==> src/rtl/iobus_pkg.sv <==
// Register map, CTRL/STATUS bit positions and the CTRL register layout
// shared by the IO bus responder and its timer.
package iobus_pkg;
    // Word offsets, decoded from IOBUS_ADDR[5:2]
    localparam logic [3:0] OFS_SW     = 4'h0;
    localparam logic [3:0] OFS_LED    = 4'h1;
    localparam logic [3:0] OFS_CTRL   = 4'h2;
    localparam logic [3:0] OFS_LOAD   = 4'h3;
    localparam logic [3:0] OFS_COUNT  = 4'h4;
    localparam logic [3:0] OFS_STATUS = 4'h5;

    localparam int CTRL_TMR_EN      = 0;
    localparam int CTRL_AUTO_RELOAD = 1;
    localparam int CTRL_TMR_IRQ_EN  = 2;
    localparam int CTRL_BTN_IRQ_EN  = 3;

    localparam int STAT_TMR = 0;
    localparam int STAT_BTN = 1;

    typedef struct packed {
        logic btnIrqEn;
        logic tmrIrqEn;
        logic autoReload;
        logic tmrEn;
    } ctrl_t;
endpackage

==> src/rtl/io_timer.sv <==
// Prescaled 32-bit down counter with optional auto-reload; pulses expire
// on the tick that finds COUNT at zero.
module io_timer
    import iobus_pkg::*;
#(
    parameter int PRESCALE = 1
) (
    input  logic        CLK,
    input  logic        RST_N,
    input  ctrl_t       ctrl,
    input  logic        ctrlWr,
    input  logic        loadWr,
    input  logic        countWr,
    input  logic [31:0] wrData,
    output logic [31:0] load,
    output logic [31:0] count,
    output logic        expire
);
    localparam int PW = (PRESCALE > 1) ? $clog2(PRESCALE) : 1;

    logic [PW-1:0] preCnt;
    logic          tick;

    assign tick   = ctrl.tmrEn && (preCnt == PW'(PRESCALE - 1));
    // A software COUNT write on a tick cycle pre-empts that tick entirely
    assign expire = tick && !countWr && (count == '0);

    always_ff @(posedge CLK or negedge RST_N) begin
        if (!RST_N) begin
            preCnt <= '0;
            load   <= '0;
            count  <= '0;
        end else begin
            if (!ctrl.tmrEn || tick || (ctrlWr && wrData[CTRL_TMR_EN]))
                preCnt <= '0;
            else
                preCnt <= preCnt + 1'b1;

            if (loadWr)
                load <= wrData;

            if (countWr)
                count <= wrData;
            else if (tick) begin
                if (count != '0)
                    count <= count - 32'd1;
                else if (ctrl.autoReload)
                    count <= load;
            end
        end
    end
endmodule

==> src/rtl/iobus_responder.sv <==
// OTTER IOBUS peripheral: switches, LEDs, timer and button interrupt source.
// Define IOBUS_BTN_DEBOUNCE_EN to insert a debouncer after the BTN synchronizer.
module iobus_responder
    import iobus_pkg::*;
#(
    parameter logic [31:0] BASE_ADDR       = 32'h1100_0000,
    parameter int          PRESCALE        = 1,
    parameter int          SW_W            = 16,
    parameter int          DEBOUNCE_CYCLES = 500000
) (
    input  logic            CLK,
    input  logic            RST_N,
    input  logic [31:0]     IOBUS_ADDR,
    input  logic [31:0]     IOBUS_OUT,
    input  logic            IOBUS_WR,
    output logic [31:0]     IOBUS_IN,
    output logic            INTR,
    input  logic [SW_W-1:0] SWITCHES,
    input  logic            BTN,
    output logic [SW_W-1:0] LEDS
);
    logic            hit, wrHit;
    logic [3:0]      ofs;
    logic [SW_W-1:0] swS1, swS2, ledReg;
    logic            btnS1, btnS2, btnSig, btnPrev, btnEdge;
    logic [2:0]      armCnt;
    logic            btnArmed;
    ctrl_t           ctrl;
    logic            tmrFlag, btnFlag, intr;
    logic [31:0]     load, count;
    logic            tmrExpire;

    assign hit      = (IOBUS_ADDR[31:6] == BASE_ADDR[31:6]);
    assign ofs      = IOBUS_ADDR[5:2];
    assign wrHit    = IOBUS_WR && hit;
    assign LEDS     = ledReg;
    assign INTR     = intr;
    // Edges are ignored until the sync/debounce pipeline holds post-reset samples
    assign btnArmed = (armCnt == 3'd4);
    assign btnEdge  = btnArmed && btnSig && !btnPrev;

    io_timer #(.PRESCALE(PRESCALE)) uTimer (
        .CLK     (CLK),
        .RST_N   (RST_N),
        .ctrl    (ctrl),
        .ctrlWr  (wrHit && ofs == OFS_CTRL),
        .loadWr  (wrHit && ofs == OFS_LOAD),
        .countWr (wrHit && ofs == OFS_COUNT),
        .wrData  (IOBUS_OUT),
        .load    (load),
        .count   (count),
        .expire  (tmrExpire)
    );

`ifdef IOBUS_BTN_DEBOUNCE_EN
    localparam int DBW = $clog2(DEBOUNCE_CYCLES + 1);
    logic [DBW-1:0] dbCnt;
    logic           btnDb;

    always_ff @(posedge CLK or negedge RST_N) begin
        if (!RST_N) begin
            dbCnt <= '0;
            btnDb <= 1'b0;
        end else if (!btnArmed) begin
            btnDb <= btnS2;
            dbCnt <= '0;
        end else if (btnS2 != btnDb) begin
            if (dbCnt == DBW'(DEBOUNCE_CYCLES - 1)) begin
                btnDb <= btnS2;
                dbCnt <= '0;
            end else
                dbCnt <= dbCnt + 1'b1;
        end else
            dbCnt <= '0;
    end
    assign btnSig = btnDb;
`else
    logic unusedDbCfg;
    assign unusedDbCfg = ^DEBOUNCE_CYCLES;
    assign btnSig      = btnS2;
`endif

    logic unusedAddrLsb;
    assign unusedAddrLsb = ^IOBUS_ADDR[1:0];

    always_comb begin
        IOBUS_IN = '0;
        if (hit) begin
            case (ofs)
                OFS_SW:     IOBUS_IN = 32'(swS2);
                OFS_LED:    IOBUS_IN = 32'(ledReg);
                OFS_CTRL:   IOBUS_IN = 32'(ctrl);
                OFS_LOAD:   IOBUS_IN = load;
                OFS_COUNT:  IOBUS_IN = count;
                OFS_STATUS: IOBUS_IN = {30'd0, btnFlag, tmrFlag};
                default:    IOBUS_IN = '0;
            endcase
        end
    end

    always_ff @(posedge CLK or negedge RST_N) begin
        if (!RST_N) begin
            swS1    <= '0;
            swS2    <= '0;
            btnS1   <= 1'b0;
            btnS2   <= 1'b0;
            btnPrev <= 1'b0;
            armCnt  <= '0;
            ledReg  <= '0;
            ctrl    <= '0;
            tmrFlag <= 1'b0;
            btnFlag <= 1'b0;
            intr    <= 1'b0;
        end else begin
            swS1    <= SWITCHES;
            swS2    <= swS1;
            btnS1   <= BTN;
            btnS2   <= btnS1;
            btnPrev <= btnSig;
            if (!btnArmed)
                armCnt <= armCnt + 3'd1;

            if (wrHit && ofs == OFS_LED)
                ledReg <= IOBUS_OUT[SW_W-1:0];

            if (wrHit && ofs == OFS_CTRL) begin
                ctrl.tmrEn      <= IOBUS_OUT[CTRL_TMR_EN];
                ctrl.autoReload <= IOBUS_OUT[CTRL_AUTO_RELOAD];
                ctrl.tmrIrqEn   <= IOBUS_OUT[CTRL_TMR_IRQ_EN];
                ctrl.btnIrqEn   <= IOBUS_OUT[CTRL_BTN_IRQ_EN];
            end else if (tmrExpire && !ctrl.autoReload)
                ctrl.tmrEn <= 1'b0;

            // New events win over a simultaneous write-1-to-clear
            tmrFlag <= tmrExpire || (tmrFlag && !(wrHit && ofs == OFS_STATUS && IOBUS_OUT[STAT_TMR]));
            btnFlag <= btnEdge || (btnFlag && !(wrHit && ofs == OFS_STATUS && IOBUS_OUT[STAT_BTN]));

            intr <= (tmrFlag && ctrl.tmrIrqEn) || (btnFlag && ctrl.btnIrqEn);
        end
    end
endmodule
==> config.mk <==
export PLATFORM = sky130hd
export DESIGN_NAME = iobus_responder
export DESIGN_NICKNAME = d
export VERILOG_FILES = /design/src/rtl/iobus_pkg.sv /design/src/rtl/io_timer.sv /design/src/rtl/iobus_responder.sv
export SDC_FILE = /design/constraint.sdc
export NUM_CORES = 1
export LEC_CHECK = 0
export BUFFER_PORTS_ARGS = -buffer_cell sky130_fd_sc_hd__buf_2
export CORE_MARGIN = 5
export CORE_UTILIZATION = 55
export DETAILED_ROUTE_END_ITERATION = 10
export HOLD_SLACK_MARGIN = 0.1
export PLACE_DENSITY = 0.89
export SYNTH_ARGS = -nofsm -noshare
export SYNTH_HDL_FRONTEND = slang
export SYNTH_SLANG_ARGS = --single-unit
==> constraint.sdc <==
create_clock -name CLK -period 2.82 [get_ports CLK]
set_input_delay 0.423 -clock CLK [delete_from_list [all_inputs] [get_ports CLK]]
set_output_delay 0.423 -clock CLK [all_outputs]
set_load 0.03 [all_outputs]
---- Word level (Yosys, flattened, before mapping) ----
Index checks and enable logic that the tools add are counted.
word-level totals
  bits in registers ....................... 126
  input bits .............................. 84
  word-level logic and storage cells ...... 74
cells by class
  add/subtract/negate cells ............... 3
  equal/unequal tests ..................... 7
  multiplexer cells ....................... 9
  bitwise logic cells ..................... 1
  reductions and logical operators ........ 37
operators with widths
  operator                                                number
  case mux 32 bit (6 select lines)                        1
  2-to-1 mux 32 bit                                       5
  zero test 32 bit                                        1
  nonzero test 32 bit                                     1
  subtractor 32 x 1 -> 32 bit (second input constant)     1
  equality test 26 x 23 -> 1 bit (second input constant)  1
  logical AND 1 bit                                       19
  equality test 4 x 2 -> 1 bit (second input constant)    2
  equality test 4 x 3 -> 1 bit (second input constant)    2
  zero test 1 bit                                         6
  logical OR 1 bit                                        5
  equality test 4 x 1 -> 1 bit (second input constant)    1
  zero test 4 bit                                         1
  nonzero test 2 bit                                      2
  adder 3 x 1 -> 3 bit (second input constant)            1
  equality test 3 bit (second input constant)             1
  2-to-1 mux 1 bit                                        3
  nonzero test 3 bit                                      1
  AND reduction 2 bit                                     1
  adder 1 bit (second input constant)                     1
  NOT 1 bit                                               1

---- Depth between registers and ports, before layout ----
Gate-level depths: netlist of run 1.
  depth after elaboration ................. 9
  mapped depth ............................ 10
  mapped depth without buffers ............ 8

---- By module ----
From an unflattened synthesis of run 1, not the netlist that was laid out.
unflattened totals
  cells, all modules ...................... 622
  area total of the unflattened synthesis .. 6747.7 sq um
by module, submodules not included
  module           times used  cells each  area each (sq um)
  io_timer         1           383         3903.7
  iobus_responder  1           239         2844.0

---- Worst setup path after synthesis of run 1 ----
OpenSTA, ideal clock, no wires.
  path kind ............................... in2out
  from .................................... input IOBUS_ADDR[2]
  to ...................................... output IOBUS_IN[10]
  arrival time ............................ 2150 ps
  slack ................................... 247 ps
  stages on the path ...................... 5
  buffers on the path ..................... 2
  cells stage by stage .................... buf_2 nor4_1 clkbuf_1 a22oi_1 a21oi_1
between the ends
  longest elaborated chain between the ends .. 3
RTL lines
  element                                               RTL line               source
  start: declaration                                    iobus_responder.sv:13  input logic [31:0] IOBUS_ADDR,
  equality test 4 x 3 -> 1 bit (tied with other cells)  iobus_responder.sv:89  case (ofs)
  case mux 32 bit (6 select lines) *                    iobus_responder.sv:89
  2-to-1 mux 32 bit *                                   iobus_responder.sv:88  if (hit) begin
  end: declaration                                      iobus_responder.sv:16  output logic [31:0] IOBUS_IN,
Every way passes the cells marked *; elsewhere a longest branch is shown, timed or not.

---- Final worst setup path of run 1 ----
  from .................................... input IOBUS_ADDR[3]
  to ...................................... output IOBUS_IN[3]
Same word-level chain as after synthesis.

==> results of run 1 <==
-- metal layers --
layer / up-vias / track usage (%) / part of all wire [%]
met4: 0 / 11.4 / 3.3
li1: 2408 / - / -
met5: - / 0 / 0
met3: 65 / 5.71 / 8.4
met2: 299 / 43.3 / 49
met1: 2644 / 34.7 / 39
-- metrics by stage --
stage	hold slack [ns]	util (%)	setup slack, ns	std cells	total power, mW
finish	0.113	69.3	0.159	852	4.40
global route	0.103	69.3	0.0417	852	4.53
CTS	0.101	69.1	0.138	851	4.42
detailed placement	0.335	62.5	0.243	809	2.03
global placement	0.331	62.5	0.313	809	2.02
floorplan	0.127	-	0.247	560	1.90
-- power groups by stage --
stage	clock [mW]	sequential, mW	combinational (mW)
global route	2.50	1.84	0.185
floorplan	0	1.87	0.0315
finish	2.39	1.84	0.167
detailed placement	0	1.87	0.154
global placement	0	1.87	0.147
CTS	2.41	1.84	0.166
-- layout by cell type (no fill, tap or decap), drive strengths merged, types with 3 or more instances in the layout --
master	count
buf	152
dfrtp	126
nor2	58
mux2	51
a22oi	49
a221o	29
a21oi	24
a211oi	24
clkbuf	18
xnor2	17
nor4	17
nor3	16
nand2	15
dlygate4sd3	11
nand4	10
o21ai	9
xor2	8
inv	8
nand3	5
bufinv	5
clkinv	5
or4	4
and3	4
ha	4
nor4b	4
or2	3
or3	3
nor3b	3
-- registers in the layout, summed over array words and instances, names as in the netlist, 3 cells and up --
name and flops:
LEDS 16, ctrl 4, armCnt 3, uTimer.count 32
swS1 16, swS2 16, uTimer.load 32
-- path summary, 6_finish.rpt --
path                                              from                           end  slack [ns]  depth (start not counted)
setup / recovery                         IOBUS_ADDR[3]                   IOBUS_IN[3]        0.16                          7
hold / removal                             SWITCHES[5]             swS1[5]$_DFF_PN0_        0.11                          1
setup reg to reg           uTimer.count[4]$_DFFE_PN0P_  uTimer.count[31]$_DFFE_PN0P_        0.16                          7
hold reg to reg                      swS1[3]$_DFF_PN0_             swS2[3]$_DFF_PN0_        0.34                          0
max in group asynchronous                        RST_N   uTimer.load[10]$_DFFE_PN0P_        1.48                          3
min in group asynchronous                        RST_N         armCnt[1]$_DFFE_PN0P_        0.57                          2
-- cells by family (layout without fill, tap and decap cells) --
logic type                 Yosys count  after routing  share of synthesized area [%]
and+or+nand+nor                    151            151                           13.4
AOI/OAI and AO/OA                  150            150                           18.7
DFF                                126            126                           50.0
buffers and inverters               52            201                           4.35
muxes                               51             51                           9.12
xor gates and xnor gates            25             25                           3.48
adders and majority gates            4              4                          0.794
other                                1              1                         0.0595
-- what timing repair did --
item                                    4_1_cts  5_1_grt
hold buffers                                 10        1
endpoints found under the setup margin        0       32
resized for setup                             0        2
hold endpoints to repair                     56        1
-- final cells by class --
| class | instances | area share, % |
|---|---|---|
| well taps | 143 | 2.28 |
| repair buffers | 163 | 12.2 |
| flip-flops and latches | 126 | 40.2 |
| multi-input cells | 382 | 36.9 |
| inverters | 6 | 0.287 |
| clock buffers | 18 | 5.47 |
| clock inverters | 14 | 2.74 |
-- critical path: stages --
cell and delay [ns]:
sky130_fd_sc_hd__buf_2 0.15, sky130_fd_sc_hd__nor3b_1 0.47, sky130_fd_sc_hd__and2b_1 0.21, sky130_fd_sc_hd__buf_4 0.36, sky130_fd_sc_hd__a222oi_1 0.21, sky130_fd_sc_hd__a21oi_1 0.19, sky130_fd_sc_hd__buf_2 0.22
==> metrics.log, run 1 <==
[metrics] status: finished clean
[metrics] antenna violation net count after detailed routing: 0
[metrics] number of global-route vias before repair: 5668
[metrics] initial antenna violation count: 0
[metrics] ys async rst share: 100%
[metrics] area taken by multi-input logic gates: 0.00289 mm2
[metrics] post-detailed-routing wire length: 17400 um
[metrics] # rows: 39
[metrics] post-synth top area share: 50.0%
[metrics] Syn Std Cell Area: 0.00630 mm2
[metrics] area added between synthesis and finish: 24.5%
[metrics] yosys synthesis warning count: 0
[metrics] clock latency of the later-clocked register in the worst-skew pair: 0.42 ns
[metrics] max-cap violations: 0
[metrics] number of buffers inserted by post-CTS setup repair: 0
[metrics] length of the first detailed-routing pass in iterations: 5
[metrics] actual transition at the worst max-transition pin: 0.662 ns
[metrics] Max Buffers Root-to-Sink: 2
[metrics] number of instances in the synthesized netlist: 560
[metrics] horizontal die dimension: 117 um
[metrics] net load switching power: 927 uW
[metrics] classification of the worst setup path: in2out
[metrics] Post-route DRC: 0
[metrics] share of total power in combinational logic: 3.8%
[metrics] Core Region: 0.0113 mm2
[metrics] unique cell type count in the Yosys netlist: 57
[metrics] CTS Root Buffer Type: sky130_fd_sc_hd__clkbuf_16
[metrics] list of most frequent post-synthesis cells: 126 x sky130_fd_sc_hd__dfrtp_1, 58 x sky130_fd_sc_hd__nor2_1, 51 x sky130_fd_sc_hd__mux2_2
[metrics] cell internal power dissipation: 3.48 mW
[metrics] kind of start point of the critical path: input port
[metrics] endpoints failing setup: 0
[metrics] WL/cell: 20.4 um
[metrics] clock tree from TritonCTS: built
[metrics] die area: 0.0137 mm2
[metrics] commonest register cell after synthesis: sky130_fd_sc_hd__dfrtp_1
[metrics] number of antenna repair diodes: 0
[metrics] cell area reported after detailed placement: 0.00708 mm2
[metrics] aggregate global-route resource usage: 26.6%
[metrics] starting DRC count in detailed routing: 524
[metrics] post-synthesis net count: 648
[metrics] P per Cell Area: 561 mW/mm2
[metrics] kind of end point of the critical path: output port
[metrics] largest cells by area after synthesis: sky130_fd_sc_hd__dfrtp_1 50%, sky130_fd_sc_hd__mux2_2 9.1%, sky130_fd_sc_hd__a22oi_1 5.8%
[metrics] pins over their slew limit: 0
[metrics] power share of the sequential group: 41.9%
[metrics] Die Height: 117 um
[metrics] clock share of power: 54.3%
[metrics] minimum clock period: 2.66 ns
[metrics] most repeated cell in the gate-level netlist after synthesis: sky130_fd_sc_hd__dfrtp_1
[metrics] maximum number of pins on one net before global-route repair: 62
[metrics] RSZ-0062 raised after global routing: no
[metrics] Req. time, crit path: 2.40 ns
[metrics] # H-tree levels: 4
[metrics] highest ir drop seen on vdd: 0.426 mV
[metrics] filler cell count: 806
[metrics] post-synthesis sequential area ratio: 50.0%
[metrics] synthesized flop and latch total: 126
[metrics] Final HPWL DP: 11400 um
[metrics] final sum of negative setup slack: 0 ns
[metrics] CP Max Fanout: 30
[metrics] critical path arrival: 2.24 ns
[metrics] number of CTS-inserted buffers: 17
[metrics] share of cells above drive strength 1: 37.0%
[metrics] DR vias: 5416
[metrics] cell taking the most area after synthesis: sky130_fd_sc_hd__dfrtp_1
[metrics] Sequential cell area: 0.00315 mm2
[metrics] number of nets in the layout: 784
[metrics] Post-Syn Area per Cell: 11.2 um2
[metrics] Final Instance Area: 0.00785 mm2
[metrics] Max-Slew Margin vs Limit: 55.9%
[metrics] total count of hold-check failures in the final report: 0
[metrics] top-level port count: 133
[metrics] Sw Share: 21.0%
[metrics] clock slew at the register clock pins of the worst setup and hold paths: 0.05 ns
[metrics] first-pass GRT wire length: 28300 um
[metrics] Final period util: 94.3%
[metrics] Placer Congestion: 0.888
[metrics] class of the worst hold path: in2reg
[metrics] maximum clock rate: 0.376 GHz
[metrics] Clock Skew: 0.00920 ns
[metrics] Congestion Overflow GR: 0
[metrics] static leakage power: 3.52 nW
[metrics] Via-to-Cell Ratio: 6.36
[metrics] number of enable flip-flop cells after synthesis: 0
[metrics] Num Clock Sinks: 126
[metrics] Port-buffer cells: 130
[metrics] Starting Density: 55.6%
No activity file was read; power rests on OpenSTA's default activity.
==> run 2, diff against run 1 <==
- CORE_UTILIZATION: 55 -> 40
- PLACE_DENSITY: 0.89 -> 0.73
- RECOVER_POWER: not set -> 100
- clock period: 2.82 -> 2.2 ns (I/O delays scaled with it)
==> run 2 against run 1 <==
The flow now finishes with violations (setup timing); clock skew is 0.0015 ns higher; sequential cell count stayed put; final cell count is 17% higher; clock power is 24% higher; critical path depth is 4 higher; die area is 34% higher; core utilization is 9.8 points lower; hold slack better by 0.055 ns.
==> metrics.log, run 2 (same netlist as run 1, synthesis figures left out) <==
[metrics] status: finished with violations
[metrics] violated checks: setup timing
[metrics] # H-tree levels: 4
[metrics] Placer Congestion: 0.876
[metrics] Final HPWL DP: 13100 um
[metrics] Port-buffer cells: 130
[metrics] Via-to-Cell Ratio: 5.75
[metrics] Starting Density: 41.1%
[metrics] cell area reported after detailed placement: 0.00774 mm2
[metrics] Clock Skew: 0.0107 ns
[metrics] reg-to-reg slack, setup: -0.04 ns
[metrics] max-cap violations: 0
[metrics] area added between synthesis and finish: 44.7%
[metrics] Final period util: 102%
[metrics] actual transition at the worst max-transition pin: 0.928 ns
[metrics] number of antenna repair diodes: 0
[metrics] initial antenna violation count: 0
[metrics] share of total power in combinational logic: 4.3%
[metrics] post-detailed-routing wire length: 19900 um
[metrics] Final Instance Area: 0.00911 mm2
[metrics] minimum clock period: 2.24 ns
[metrics] net load switching power: 1.22 mW
[metrics] maximum clock rate: 0.447 GHz
[metrics] CP Max Fanout: 6
[metrics] leading registers by flop count: uTimer.count: 32 flops, uTimer.load: 32 flops
[metrics] die area: 0.0184 mm2
[metrics] Max-Slew Margin vs Limit: 38.2%
[metrics] P per Cell Area: 610 mW/mm2
[metrics] number of nets in the layout: 865
[metrics] R2R depth: 11
[metrics] final sum of negative setup slack: -0.245 ns
[metrics] smallest hold slack: 0.168 ns
[metrics] number of global-route vias before repair: 5966
[metrics] Core Region: 0.0153 mm2
[metrics] static leakage power: 3.95 nW
[metrics] clock slew at the register clock pins of the worst setup and hold paths: 0.06 ns
[metrics] setup slack after placement: -0.182 ns
[metrics] first-pass GRT wire length: 30800 um
[metrics] number of CTS-inserted buffers: 17
[metrics] total count of hold-check failures in the final report: 0
[metrics] critical path arrival: 2.53 ns
[metrics] class of the worst hold path: in2reg
[metrics] antenna violation net count after detailed routing: 0
[metrics] cell internal power dissipation: 4.34 mW
[metrics] aggregate global-route resource usage: 21.3%
[metrics] classification of the worst setup path: reg2reg
[metrics] Req. time, crit path: 2.49 ns
[metrics] highest ir drop seen on vdd: 0.701 mV
[metrics] RSZ-0062 raised after global routing: yes
[metrics] horizontal die dimension: 135 um
[metrics] endpoints failing setup: 20
[metrics] worst hold path stage count: 2
[metrics] Max Buffers Root-to-Sink: 2
[metrics] launch point of the worst reg-to-reg path: uTimer.count[0]$_DFFE_PN0P_
[metrics] post-route worst setup slack: -0.0357 ns
[metrics] hold path endpoint: uTimer.load[17]$_DFFE_PN0P_
[metrics] clock share of power: 53.2%
[metrics] CTS Root Buffer Type: sky130_fd_sc_hd__clkbuf_16
[metrics] maximum number of pins on one net before global-route repair: 37
[metrics] Num Clock Sinks: 126
[metrics] Congestion Overflow GR: 0
[metrics] share of cells above drive strength 1: 47.2%
[metrics] total power draw: 5.56 mW
[metrics] Post-route DRC: 0
[metrics] # rows: 45
[metrics] DR vias: 5756
[metrics] end of the worst register-to-register path: uTimer.count[18]$_DFFE_PN0P_
[metrics] Die Height: 135 um
[metrics] Hold Startpoint: IOBUS_OUT[17]
[metrics] most frequent standard cell in the layout excluding fill and tap cells: sky130_fd_sc_hd__dfrtp_1
[metrics] kind of end point of the critical path: flop
[metrics] WL/cell: 19.8 um
[metrics] leading cell types in the layout, fill and taps excluded: 125 x sky130_fd_sc_hd__dfrtp_1, 91 x sky130_fd_sc_hd__buf_4, 83 x sky130_fd_sc_hd__buf_2, 51 x sky130_fd_sc_hd__mux2_2, 49 x sky130_fd_sc_hd__a22oi_1
[metrics] Sw Share: 22.0%
[metrics] top-level port count: 133
[metrics] power share of the sequential group: 42.5%
[metrics] kind of start point of the critical path: flop
[metrics] starting DRC count in detailed routing: 460
[metrics] clock tree from TritonCTS: built
[metrics] pins over their slew limit: 0
[metrics] clock latency of the later-clocked register in the worst-skew pair: 0.42 ns
[metrics] length of the first detailed-routing pass in iterations: 5
## run 2: power groups by stage
stage | Combinational [mW] | Sequential [mW] | Clock [mW]
final | 0.238 | 2.36 | 2.96
after detailed placement | 0.215 | 2.40 | 0
after floorplan | 0.0411 | 2.40 | 0
after global routing | 0.263 | 2.36 | 3.11
after global placement | 0.206 | 2.40 | 0
after CTS | 0.241 | 2.36 | 2.99
## run 2: area by class of cell
| cell class | instances | area [um2] |
|---|---|---|
| multi-input cells | 382 | 3230 |
| fillers | 1252 | 6200 |
| flip-flops and latches | 126 | 3150 |
| well taps | 211 | 264 |
| clock buffers | 21 | 470 |
| inverters | 6 | 22.5 |
| clock inverters | 11 | 154 |
| repair buffers | 244 | 1820 |
## run 2: worst max-delay path by stage
stage                                       startpoint                           end  slack [ns]  cells after the start
after detailed placement                IOBUS_ADDR[18]    uTimer.load[3]$_DFFE_PN0P_       -0.18                      7
after CTS                 uTimer.count[26]$_DFFE_PN0P_  uTimer.count[25]$_DFFE_PN0P_       -0.03                      7
after floorplan                         IOBUS_ADDR[18]                  IOBUS_IN[12]       -0.02                      5
after global routing       uTimer.count[0]$_DFFE_PN0P_  uTimer.count[18]$_DFFE_PN0P_       -0.14                     11
after global placement                  IOBUS_ADDR[18]    uTimer.load[6]$_DFFE_PN0P_       -0.12                      7
final                      uTimer.count[0]$_DFFE_PN0P_  uTimer.count[18]$_DFFE_PN0P_       -0.04                     11
## run 2: metal layers
metal | wire length (um) | global-route usage, % | share of wire (%)
met5 | 0 | 0 | 0
met4 | 491 | 7.28 | 2.5
met3 | 1250 | 5.50 | 6.3
met2 | 10100 | 37.4 | 51
met1 | 8000 | 25.4 | 40
## run 2: through the flow
stage / util, % / std cells
6_report: 59.5 / 1001
4_1_cts: 57.1 / 996
2_1_floorplan: - / 560
5_1_grt: 59.5 / 1001
3_5_place_dp: 50.5 / 939
3_3_place_gp: 50.5 / 939
## run 2: timing repair
action,CTS,global route
cloned,2,1
setup endpoints to repair,54,64
buffers inserted,5,4
gates resized for setup,40,103
pin swaps,3,5
hold buffers,18,0
hold endpoints to repair,49,0
## run 2: critical path, cell delays in order (launching register included)
cell and delay, ns:
sky130_fd_sc_hd__dfrtp_1 0.39, sky130_fd_sc_hd__inv_2 0.10, sky130_fd_sc_hd__ha_4 0.13, sky130_fd_sc_hd__nor4b_4 0.19, sky130_fd_sc_hd__buf_4 0.16, sky130_fd_sc_hd__nand4_1 0.10, sky130_fd_sc_hd__buf_4 0.18, sky130_fd_sc_hd__nor3_4 0.13
sky130_fd_sc_hd__or3_4 0.23, sky130_fd_sc_hd__clkbuf_16 0.19, sky130_fd_sc_hd__a211oi_2 0.04, sky130_fd_sc_hd__a221o_1 0.27
==> run 3, diff against run 2 <==
- PLACE_DENSITY: 0.73 -> 0.71
- clock period: 2.2 -> 2.4 ns (I/O delays scaled with it)
==> run 3 against run 2 <==
The run now ends clean; sequential cell count is the same; critical path depth down 4; non-clock buffer count is 50 lower; worst setup slack improved by 0.13 ns; power is 11% lower; clock power is 14% lower; hold slack improved by 0.026 ns; final cell count fell by 5.0%; routed wire length fell by 9.3%; register-to-register slack better by 0.13 ns; sequential power decreased by 8.5%; critical path type unchanged; critical endpoint is now uTimer.count[28]$_DFFE_PN0P_.
==> metrics.log, run 3 (same netlist as run 1, synthesis figures left out) <==
[metrics] status: finished clean
[metrics] starting DRC count in detailed routing: 419
[metrics] CP startpoint: uTimer.count[27]$_DFFE_PN0P_
[metrics] share of cells above drive strength 1: 36.1%
[metrics] endpoints failing setup: 0
[metrics] number of global-route vias before repair: 5669
[metrics] pins over their slew limit: 0
[metrics] clock slew at the register clock pins of the worst setup and hold paths: 0.06 ns
[metrics] leading cell types in the layout, fill and taps excluded: 126 x sky130_fd_sc_hd__dfrtp_1, 111 x sky130_fd_sc_hd__buf_2, 57 x sky130_fd_sc_hd__nor2_1, 51 x sky130_fd_sc_hd__mux2_2, 49 x sky130_fd_sc_hd__a22oi_1
[metrics] Core Region: 0.0153 mm2
[metrics] launch point of the worst reg-to-reg path: uTimer.count[27]$_DFFE_PN0P_
[metrics] Placer Congestion: 0.860
[metrics] max-cap violations: 0
[metrics] P per Cell Area: 606 mW/mm2
[metrics] clock latency of the later-clocked register in the worst-skew pair: 0.42 ns
[metrics] aggregate global-route resource usage: 20.3%
[metrics] Req. time, crit path: 2.70 ns
[metrics] top-level port count: 133
[metrics] setup slack after placement: 0.0457 ns
[metrics] Max Buffers Root-to-Sink: 2
[metrics] DR vias: 5412
[metrics] Die Height: 135 um
[metrics] Starting Density: 41.1%
[metrics] highest ir drop seen on vdd: 0.531 mV
[metrics] minimum clock period: 2.31 ns
[metrics] classification of the worst setup path: reg2reg
[metrics] smallest hold slack: 0.194 ns
[metrics] total count of hold-check failures in the final report: 0
[metrics] number of CTS-inserted buffers: 17
[metrics] post-route worst setup slack: 0.0949 ns
[metrics] most frequent standard cell in the layout excluding fill and tap cells: sky130_fd_sc_hd__dfrtp_1
[metrics] first-pass GRT wire length: 29600 um
[metrics] number of antenna repair diodes: 0
[metrics] Congestion Overflow GR: 0
[metrics] static leakage power: 3.56 nW
[metrics] length of the first detailed-routing pass in iterations: 6
[metrics] RSZ-0062 raised after global routing: yes
[metrics] CP Max Fanout: 8
[metrics] area added between synthesis and finish: 29.3%
[metrics] post-detailed-routing wire length: 18000 um
[metrics] leading registers by flop count: uTimer.count: 32 flops, uTimer.load: 32 flops
[metrics] Post-route DRC: 0
[metrics] Via-to-Cell Ratio: 5.69
[metrics] critical path arrival: 2.61 ns
[metrics] WL/cell: 18.9 um
[metrics] # rows: 45
[metrics] die area: 0.0184 mm2
[metrics] # H-tree levels: 4
[metrics] antenna violation net count after detailed routing: 0
[metrics] initial antenna violation count: 0
[metrics] class of the worst hold path: in2reg
[metrics] total power draw: 4.93 mW
[metrics] CTS Root Buffer Type: sky130_fd_sc_hd__clkbuf_16
[metrics] Num Clock Sinks: 126
[metrics] Final HPWL DP: 12700 um
[metrics] Max-Slew Margin vs Limit: 27.4%
[metrics] final sum of negative setup slack: 0 ns
[metrics] maximum number of pins on one net before global-route repair: 47
[metrics] horizontal die dimension: 135 um
[metrics] kind of start point of the critical path: flop
[metrics] kind of end point of the critical path: flop
[metrics] Final period util: 96.0%
[metrics] clock tree from TritonCTS: built
[metrics] filler cell count: 1370
[metrics] Clock Skew: 0.00735 ns
[metrics] reg-to-reg slack, setup: 0.09 ns
[metrics] maximum clock rate: 0.434 GHz
[metrics] actual transition at the worst max-transition pin: 1.09 ns
[metrics] Hold Startpoint: IOBUS_OUT[25]
[metrics] number of nets in the layout: 815
[metrics] Port-buffer cells: 130
run 3: layer usage:
layer / part of all wire, % / wire length, um / vias up / GRT usage (%)
met5: 0 / 0 / - / 0
met4: 1.5 / 276 / 0 / 7.05
met3: 6.5 / 1180 / 27 / 5.16
met2: 51 / 9100 / 211 / 33.9
met1: 41 / 7460 / 2704 / 25.8
li1: - / - / 2470 / -
run 3: report_power, final:
part | switching (mW) | total, mW | internal [mW]
registers | 0.00883 | 2.16 | 2.16
clock network | 1.02 | 2.56 | 1.54
logic | 0.116 | 0.207 | 0.0919
run 3: final timing paths:
kind | endpoint | cells after the start
worst max register to register | uTimer.count[28]$_DFFE_PN0P_ | 7
worst max-delay path | uTimer.count[28]$_DFFE_PN0P_ | 7
max in group asynchronous | btnS2$_DFF_PN0_ | 3
min in group asynchronous | uTimer.count[30]$_DFFE_PN0P_ | 2
worst min register to register | swS2[3]$_DFF_PN0_ | 0
worst min-delay path | uTimer.count[25]$_DFFE_PN0P_ | 2
run 3: area by class of cell:
| cell class | count | area, um2 | share of cell area [%] |
|---|---|---|---|
| clock buffer | 17 | 425 | 5.22 |
| clock inverter | 15 | 161 | 1.98 |
| inverter | 6 | 22.5 | 0.277 |
| multi-input combinational | 382 | 2890 | 35.5 |
| sequential | 126 | 3150 | 38.7 |
| tap | 211 | 264 | 3.24 |
| timing repair buffer | 194 | 1230 | 15.1 |
run 3: metrics by stage:
step	std cells	cell area (um2)	utilization, %
floorplan	560	6310	-
global placement	901	7450	48.7
detailed placement	901	7450	48.7
CTS	951	8220	53.7
global route	951	8140	53.2
finish	951	8140	53.2
run 3: worst max-delay path, cell delays in order, from the launching register on:
cell	delay [ns]
sky130_fd_sc_hd__dfrtp_1	0.45
sky130_fd_sc_hd__or4_1	0.66
sky130_fd_sc_hd__nor4b_2	0.30
sky130_fd_sc_hd__nand4b_1	0.15
sky130_fd_sc_hd__buf_4	0.19
sky130_fd_sc_hd__nor2_1	0.12
sky130_fd_sc_hd__a211oi_1	0.06
sky130_fd_sc_hd__a221o_1	0.25
run 3: repair_timing:
item | CTS | global route
resized for setup | 1 | 1
endpoints found under the setup margin | 8 | 7
buffers inserted | 0 | 0
hold endpoints to repair | 55 | 0
hold buffers | 18 | 0
